$ cat src/rtl/csr_host_sequencer.sv
// Avalon-MM host: writes a test parameter set to the checker CSRs, starts the test,
// polls the read-to-clear finish flag, then reads the results back and hands them downstream.
module csr_host_sequencer #(
  parameter int PARAM_FIRST_ADDR  = 1,
  parameter int PARAM_CNT         = 5,
  parameter int START_ADDR        = 0,
  parameter int FINISH_ADDR       = 6,
  parameter int RESULT_FIRST_ADDR = 7,
  parameter int RESULT_CNT        = 4,
  parameter int POLL_INTERVAL     = 16,
  parameter int POLL_MAX          = 1024
) (
  input  logic                       clk_sys_i,
  input  logic                       rst_sys_i,
  input  logic                       cmd_valid_i,
  output logic                       cmd_ready_o,
  input  logic [PARAM_CNT-1:0][31:0] cmd_param_i,
  output logic                       result_valid_o,
  input  logic                       result_ready_i,
  output logic [RESULT_CNT-1:0][31:0] result_o,
  output logic                       timeout_o,
  output logic                       busy_o,
  output logic                       read_o,
  output logic                       write_o,
  output logic [3:0]                 address_o,
  output logic [31:0]                writedata_o,
  input  logic                       readdatavalid_i,
  input  logic [31:0]                readdata_i
);

  localparam int PIW = (PARAM_CNT > 1) ? $clog2(PARAM_CNT) : 1;
  localparam int RIW = (RESULT_CNT > 1) ? $clog2(RESULT_CNT) : 1;
  localparam int PCW = $clog2(POLL_MAX + 1);
  localparam int WW  = (POLL_INTERVAL > 1) ? $clog2(POLL_INTERVAL) : 1;

  localparam logic [3:0] PF_ADDR = 4'(PARAM_FIRST_ADDR);
  localparam logic [3:0] ST_ADDR = 4'(START_ADDR);
  localparam logic [3:0] FN_ADDR = 4'(FINISH_ADDR);
  localparam logic [3:0] RF_ADDR = 4'(RESULT_FIRST_ADDR);

  typedef enum logic [3:0] {
    IDLE, WR_PARAM, WR_START, POLL_WAIT, POLL_RD, POLL_RSP, RES_RD, RES_RSP, DONE
  } state_t;

  state_t                     state;
  logic [PARAM_CNT-1:0][31:0] param_q;
  logic [PIW-1:0]             p_idx;
  logic [RIW-1:0]             r_idx;
  logic [PCW-1:0]             poll_cnt;
  logic [WW-1:0]              wait_cnt;
  logic [PIW-1:0]             p_idx_nxt;
  logic [RIW-1:0]             r_idx_nxt;

  assign p_idx_nxt = p_idx + PIW'(1);
  assign r_idx_nxt = r_idx + RIW'(1);

  // Strobes and addresses are registered on entry to the state that owns them,
  // so each bus cycle lines up exactly with its FSM state.
  always_ff @(posedge clk_sys_i or posedge rst_sys_i) begin
    if (rst_sys_i) begin
      state          <= IDLE;
      param_q        <= '0;
      p_idx          <= '0;
      r_idx          <= '0;
      poll_cnt       <= '0;
      wait_cnt       <= '0;
      cmd_ready_o    <= 1'b0;
      result_valid_o <= 1'b0;
      result_o       <= '0;
      timeout_o      <= 1'b0;
      busy_o         <= 1'b0;
      read_o         <= 1'b0;
      write_o        <= 1'b0;
      address_o      <= '0;
      writedata_o    <= '0;
    end else begin
      case (state)
        IDLE: begin
          cmd_ready_o <= 1'b1;
          if (cmd_valid_i && cmd_ready_o) begin
            param_q     <= cmd_param_i;
            result_o    <= '0;
            poll_cnt    <= '0;
            p_idx       <= '0;
            cmd_ready_o <= 1'b0;
            busy_o      <= 1'b1;
            write_o     <= 1'b1;
            address_o   <= PF_ADDR;
            writedata_o <= cmd_param_i[0];
            state       <= WR_PARAM;
          end
        end
        WR_PARAM: begin
          if (p_idx == PIW'(PARAM_CNT - 1)) begin
            address_o   <= ST_ADDR;
            writedata_o <= 32'h1;
            state       <= WR_START;
          end else begin
            p_idx       <= p_idx_nxt;
            address_o   <= PF_ADDR + 4'(p_idx_nxt);
            writedata_o <= param_q[p_idx_nxt];
          end
        end
        WR_START: begin
          write_o  <= 1'b0;
          wait_cnt <= WW'(POLL_INTERVAL - 1);
          state    <= POLL_WAIT;
        end
        POLL_WAIT: begin
          if (wait_cnt == '0) begin
            read_o    <= 1'b1;
            address_o <= FN_ADDR;
            state     <= POLL_RD;
          end else begin
            wait_cnt <= wait_cnt - WW'(1);
          end
        end
        POLL_RD: begin
          read_o <= 1'b0;
          if (poll_cnt != PCW'(POLL_MAX)) poll_cnt <= poll_cnt + PCW'(1);
          state <= POLL_RSP;
        end
        POLL_RSP: begin
          if (readdatavalid_i) begin
            if (readdata_i[0]) begin
              r_idx     <= '0;
              read_o    <= 1'b1;
              address_o <= RF_ADDR;
              state     <= RES_RD;
            end else if (poll_cnt == PCW'(POLL_MAX)) begin
              timeout_o      <= 1'b1;
              result_valid_o <= 1'b1;
              state          <= DONE;
            end else begin
              wait_cnt <= WW'(POLL_INTERVAL - 1);
              state    <= POLL_WAIT;
            end
          end
        end
        RES_RD: begin
          read_o <= 1'b0;
          state  <= RES_RSP;
        end
        RES_RSP: begin
          if (readdatavalid_i) begin
            result_o[r_idx] <= readdata_i;
            if (r_idx == RIW'(RESULT_CNT - 1)) begin
              result_valid_o <= 1'b1;
              state          <= DONE;
            end else begin
              r_idx     <= r_idx_nxt;
              read_o    <= 1'b1;
              address_o <= RF_ADDR + 4'(r_idx_nxt);
              state     <= RES_RD;
            end
          end
        end
        DONE: begin
          if (result_ready_i) begin
            result_valid_o <= 1'b0;
            timeout_o      <= 1'b0;
            busy_o         <= 1'b0;
            cmd_ready_o    <= 1'b1;
            state          <= IDLE;
          end
        end
        default: state <= IDLE;
      endcase
    end
  end

endmodule
$ cat config.mk
export PLATFORM = sky130hd
export DESIGN_NAME = csr_host_sequencer
export DESIGN_NICKNAME = d
export VERILOG_FILES = /design/src/rtl/csr_host_sequencer.sv
export SDC_FILE = /design/constraint.sdc
export NUM_CORES = 1
export LEC_CHECK = 0
export ABC_CLOCK_PERIOD_IN_PS = 14100
export BUFFER_PORTS_ARGS = -buffer_cell sky130_fd_sc_hd__buf_2
export CORE_ASPECT_RATIO = 2
export CORE_MARGIN = 2
export CORE_UTILIZATION = 54
export DETAILED_ROUTE_END_ITERATION = 10
export PLACE_DENSITY = 0.86
export SYNTH_ARGS = -nofsm -noshare
export SYNTH_HDL_FRONTEND = slang
export SYNTH_SLANG_ARGS = --single-unit
$ cat constraint.sdc
create_clock -name clk_sys_i -period 14.1 [get_ports clk_sys_i]
set_input_delay 0 -clock clk_sys_i [delete_from_list [all_inputs] [get_ports clk_sys_i]]
set_output_delay 0 -clock clk_sys_i [all_outputs]
set_load 0.005 [all_outputs]
==> out/results.ini <==
[floorplanning]
rows = 87
die-area_um2 = 30110
die_y_um = 243.4
core_area_um2 = 28190
ios = 367
dieWidth_um = 123.7
start_util_pct = 54.89

[critical_path]
cp_num_cells = 6
crit_chain = nor4_1, nor2b_4, buf_4, buf_4, nand2_1, nand2_1
max_stage_delay_ps = 810
r2r_slack_ps = 10120
crit_path_max_fanout = 81
cp-end-kind = flip-flop
rr_worst_depth = 6
reg2reg_from = state[0]$_DFFE_PP0P_
cp.required_ps = 14600
crit_buf_inv = 2
critPathKind = reg -> reg
timing.rr.end = param_q[112]$_DFFE_PP0P_
path_delay_family = simple AND/OR/NAND/NOR gates
start_kind = flip-flop
crit_slowest_cell = nor4_1
crit_arrival_ps = 4480

[detailed_routing]
drt_wl_total_um = 54740
vias_per_cell = 5.908
vias = 15370
drc = 0
dr.pass1.iters = 9
wl_per_cell_um = 21.04
postRouteAntennaNets = 0
first_iter_violations = 1362

[global_route]
antenna_found_initial = 7
grt_pass1_vias = 15860
grt_pass1_wl_um = 84310
gr-total-overflow = 0
track_usage_pct = 36.64
grt_max_degree = 121

[final_layout]
drive_gt1_share_pct = 21.29
nets = 2426
syn_to_final_growth_pct = 32.68
fin_util_pct = 72.83

[synth]
yosysSeqAreaShare_pct = 57.24
synth_top_area_share_pct = 57.24
ys_warn_count = 0
synth_edf_count = 0
netlist_area_um2 = 15470
synth_ff_type = dfrtp_1
ys_top_cells_by_area = dfrtp_1 (57%), nand2_1 (20%), o21ai_0 (5.6%)
syn_inst = 1720
synth-async-reset-ratio_pct = 100.0
syn_nets = 1927
yosysTopAreaCell = dfrtp_1
synth_area_per_cell_um2 = 8.997
yosysUniqueCellTypes = 53
ys_seq_elements = 354

[clocking]
tritoncts = done
cts_sinks = 354
cts_buffers = 30
clk_pin_slew_worst_paths_ps = 80
cts_hold_buf = 203
clk_latency_ps = 580
cts_setup_buffers = 0
cts_resized = 0
clk_root_buffer_cell = clkbuf_16
htreeDepth = 1
cts_max_path_buffers = 3

[sta]
finClkSkew_ps = 19.57
rsz0062_at_grt = no
setup-violations-final = 0
fmax_ghz = 0.2510
finalMaxSlewViolations = 0
slew_headroom_pct = 22.41
hold_viol = 0
fin_ws_ps = 10120
fin_setup_tns_ps = 0
fin_crit_ps = 3983
post-route-period-util_pct = 28.25
hold_ws_ps = 123.6
worst_pin_slew_ps = 1148

[power]
peakVddDrop_mv = 0.1471
p_per_area_nw_per_um2 = 197.7
p_leak_nw = 10.28
power.total_mw = 4.060

[place]
pre_cts_ws_ps = 10260
dpl.hpwl_um = 29600
gp_congestion = 0.9092
io_buffers = 366

[job]
cap_violations = 0

[run_status]
status = completed

[min_path]
hold_path.class = in -> async

routing by layer:
metal / GRT usage, % / routed length [um] / vias up
li1: - / - / 6596
met1: 38.73 / 17460 / 7259
met2: 59.76 / 27460 / 1148
met3: 9.153 / 4790 / 367
met4: 30.72 / 5017 / 2
met5: 0 / 13 / -
flip-flops by register name (all words and copies together), names as in the netlist:
signal and cells:
result_valid_o 1, result_o 128, state 4, writedata_o 32
address_o 4, param_q 160, p_idx 3, write_o 1
poll_cnt 11, timeout_o 1, r_idx 2, read_o 1
cmd_ready_o 1, wait_cnt 4, busy_o 1
synthesized netlist by cell type, types with 2 or more instances:
| cell type | n |
|---|---|
| o21ai_0 | 173 |
| a32oi_1 | 2 |
| o31ai_1 | 5 |
| nand3_1 | 12 |
| o211ai_1 | 3 |
| and3_1 | 8 |
| buf_1 | 4 |
| nor3_1 | 5 |
| xnor2_1 | 5 |
| dfrtp_1 | 354 |
| a22o_1 | 3 |
| ha_1 | 10 |
| xor2_1 | 3 |
| nand2b_1 | 8 |
| nor4_1 | 3 |
| o2bb2ai_1 | 2 |
| nand4b_1 | 3 |
| clkbuf_1 | 92 |
| buf_6 | 5 |
| o21a_1 | 2 |
| nor4bb_1 | 3 |
| mux2i_1 | 4 |
| mux2_2 | 2 |
| a31oi_1 | 34 |
| a21oi_1 | 11 |
| o22ai_1 | 2 |
| nand2_1 | 819 |
| mux4_2 | 32 |
| nor2_1 | 48 |
| nor2b_1 | 5 |
| inv_1 | 15 |
| or3_1 | 3 |
| nand4_1 | 3 |
| buf_2 | 15 |
| a221oi_1 | 4 |
metrics by stage:
stage,area [um2],std cells
floorplan,15470,1720
global placement,17400,2340
detailed placement,17400,2340
CTS,20520,2596
global route,20530,2602
finish,20530,2602
cells in the final DEF (no fill, tap or decap), types with 4 or more instances in the layout:
master         netlist  final
nand2_1            819    819
and3_1               8      4
clkbuf_8             0      4
nor2_1              48     48
xnor2_1              5      5
and3_2               0      4
nor3_1               5      5
bufinv_16            0      6
a21oi_1             11     11
diode_2              0      6
nor2b_1              5      4
clkbuf_16            0     31
inv_1               15     14
mux2i_1              4      4
nand3_1             12     11
dfrtp_1            354    353
clkbuf_1            92      4
buf_4                0     14
a31oi_1             34     34
ha_1                10     10
o21ai_0            173    173
nand2b_1             8      8
dlygate4sd3_1        0    203
o31ai_1              5      5
mux4_2              32     32
buf_2               15    366
a221oi_1             4      4
cell families after synthesis:
family	Yosys count	synth area share, %
compound gates	247	8.854
buf+inv	131	3.541
flops	354	57.24
xor+xnor	8	0.4528
fa+ha+maj	10	0.8085
mux	38	5.061
simple gates	932	24.04
how the worst max path moves through the flow:
stage	start	endpoint
after global placement	state[0]$_DFFE_PP0P_	param_q[81]$_DFFE_PP0P_
after CTS	state[0]$_DFFE_PP0P_	param_q[28]$_DFFE_PP0P_
after global routing	state[0]$_DFFE_PP0P_	param_q[112]$_DFFE_PP0P_
final	state[0]$_DFFE_PP0P_	param_q[112]$_DFFE_PP0P_
after detailed placement	state[1]$_DFFE_PP0P_	param_q[64]$_DFFE_PP0P_
after floorplan	rst_sys_i	address_o[0]$_DFFE_PP0P_
power breakdown:
group / internal [mW] / leakage, nW / switching, mW
Combinational: 0.581 / 5.17 / 0.878
Sequential: 1.39 / 4.59 / 0.280
Clock: 0.534 / 0.525 / 0.396
worst min-delay path: stages:
cell	delay, ps
dlygate4sd3_1	540
buf_2	160
inv_8	530
cell type report:
cell class / count / area, um2
sequential: 354 / 8860
fill: 1790 / 7661
multi-input combinational: 1235 / 6093
timing repair buffer: 583 / 3969
clock buffer: 39 / 845.8
tap: 356 / 445.4
clock inverter: 14 / 240.2
inverter: 15 / 63.81
antenna: 6 / 15.01
Power figures use the tool's default switching activity.
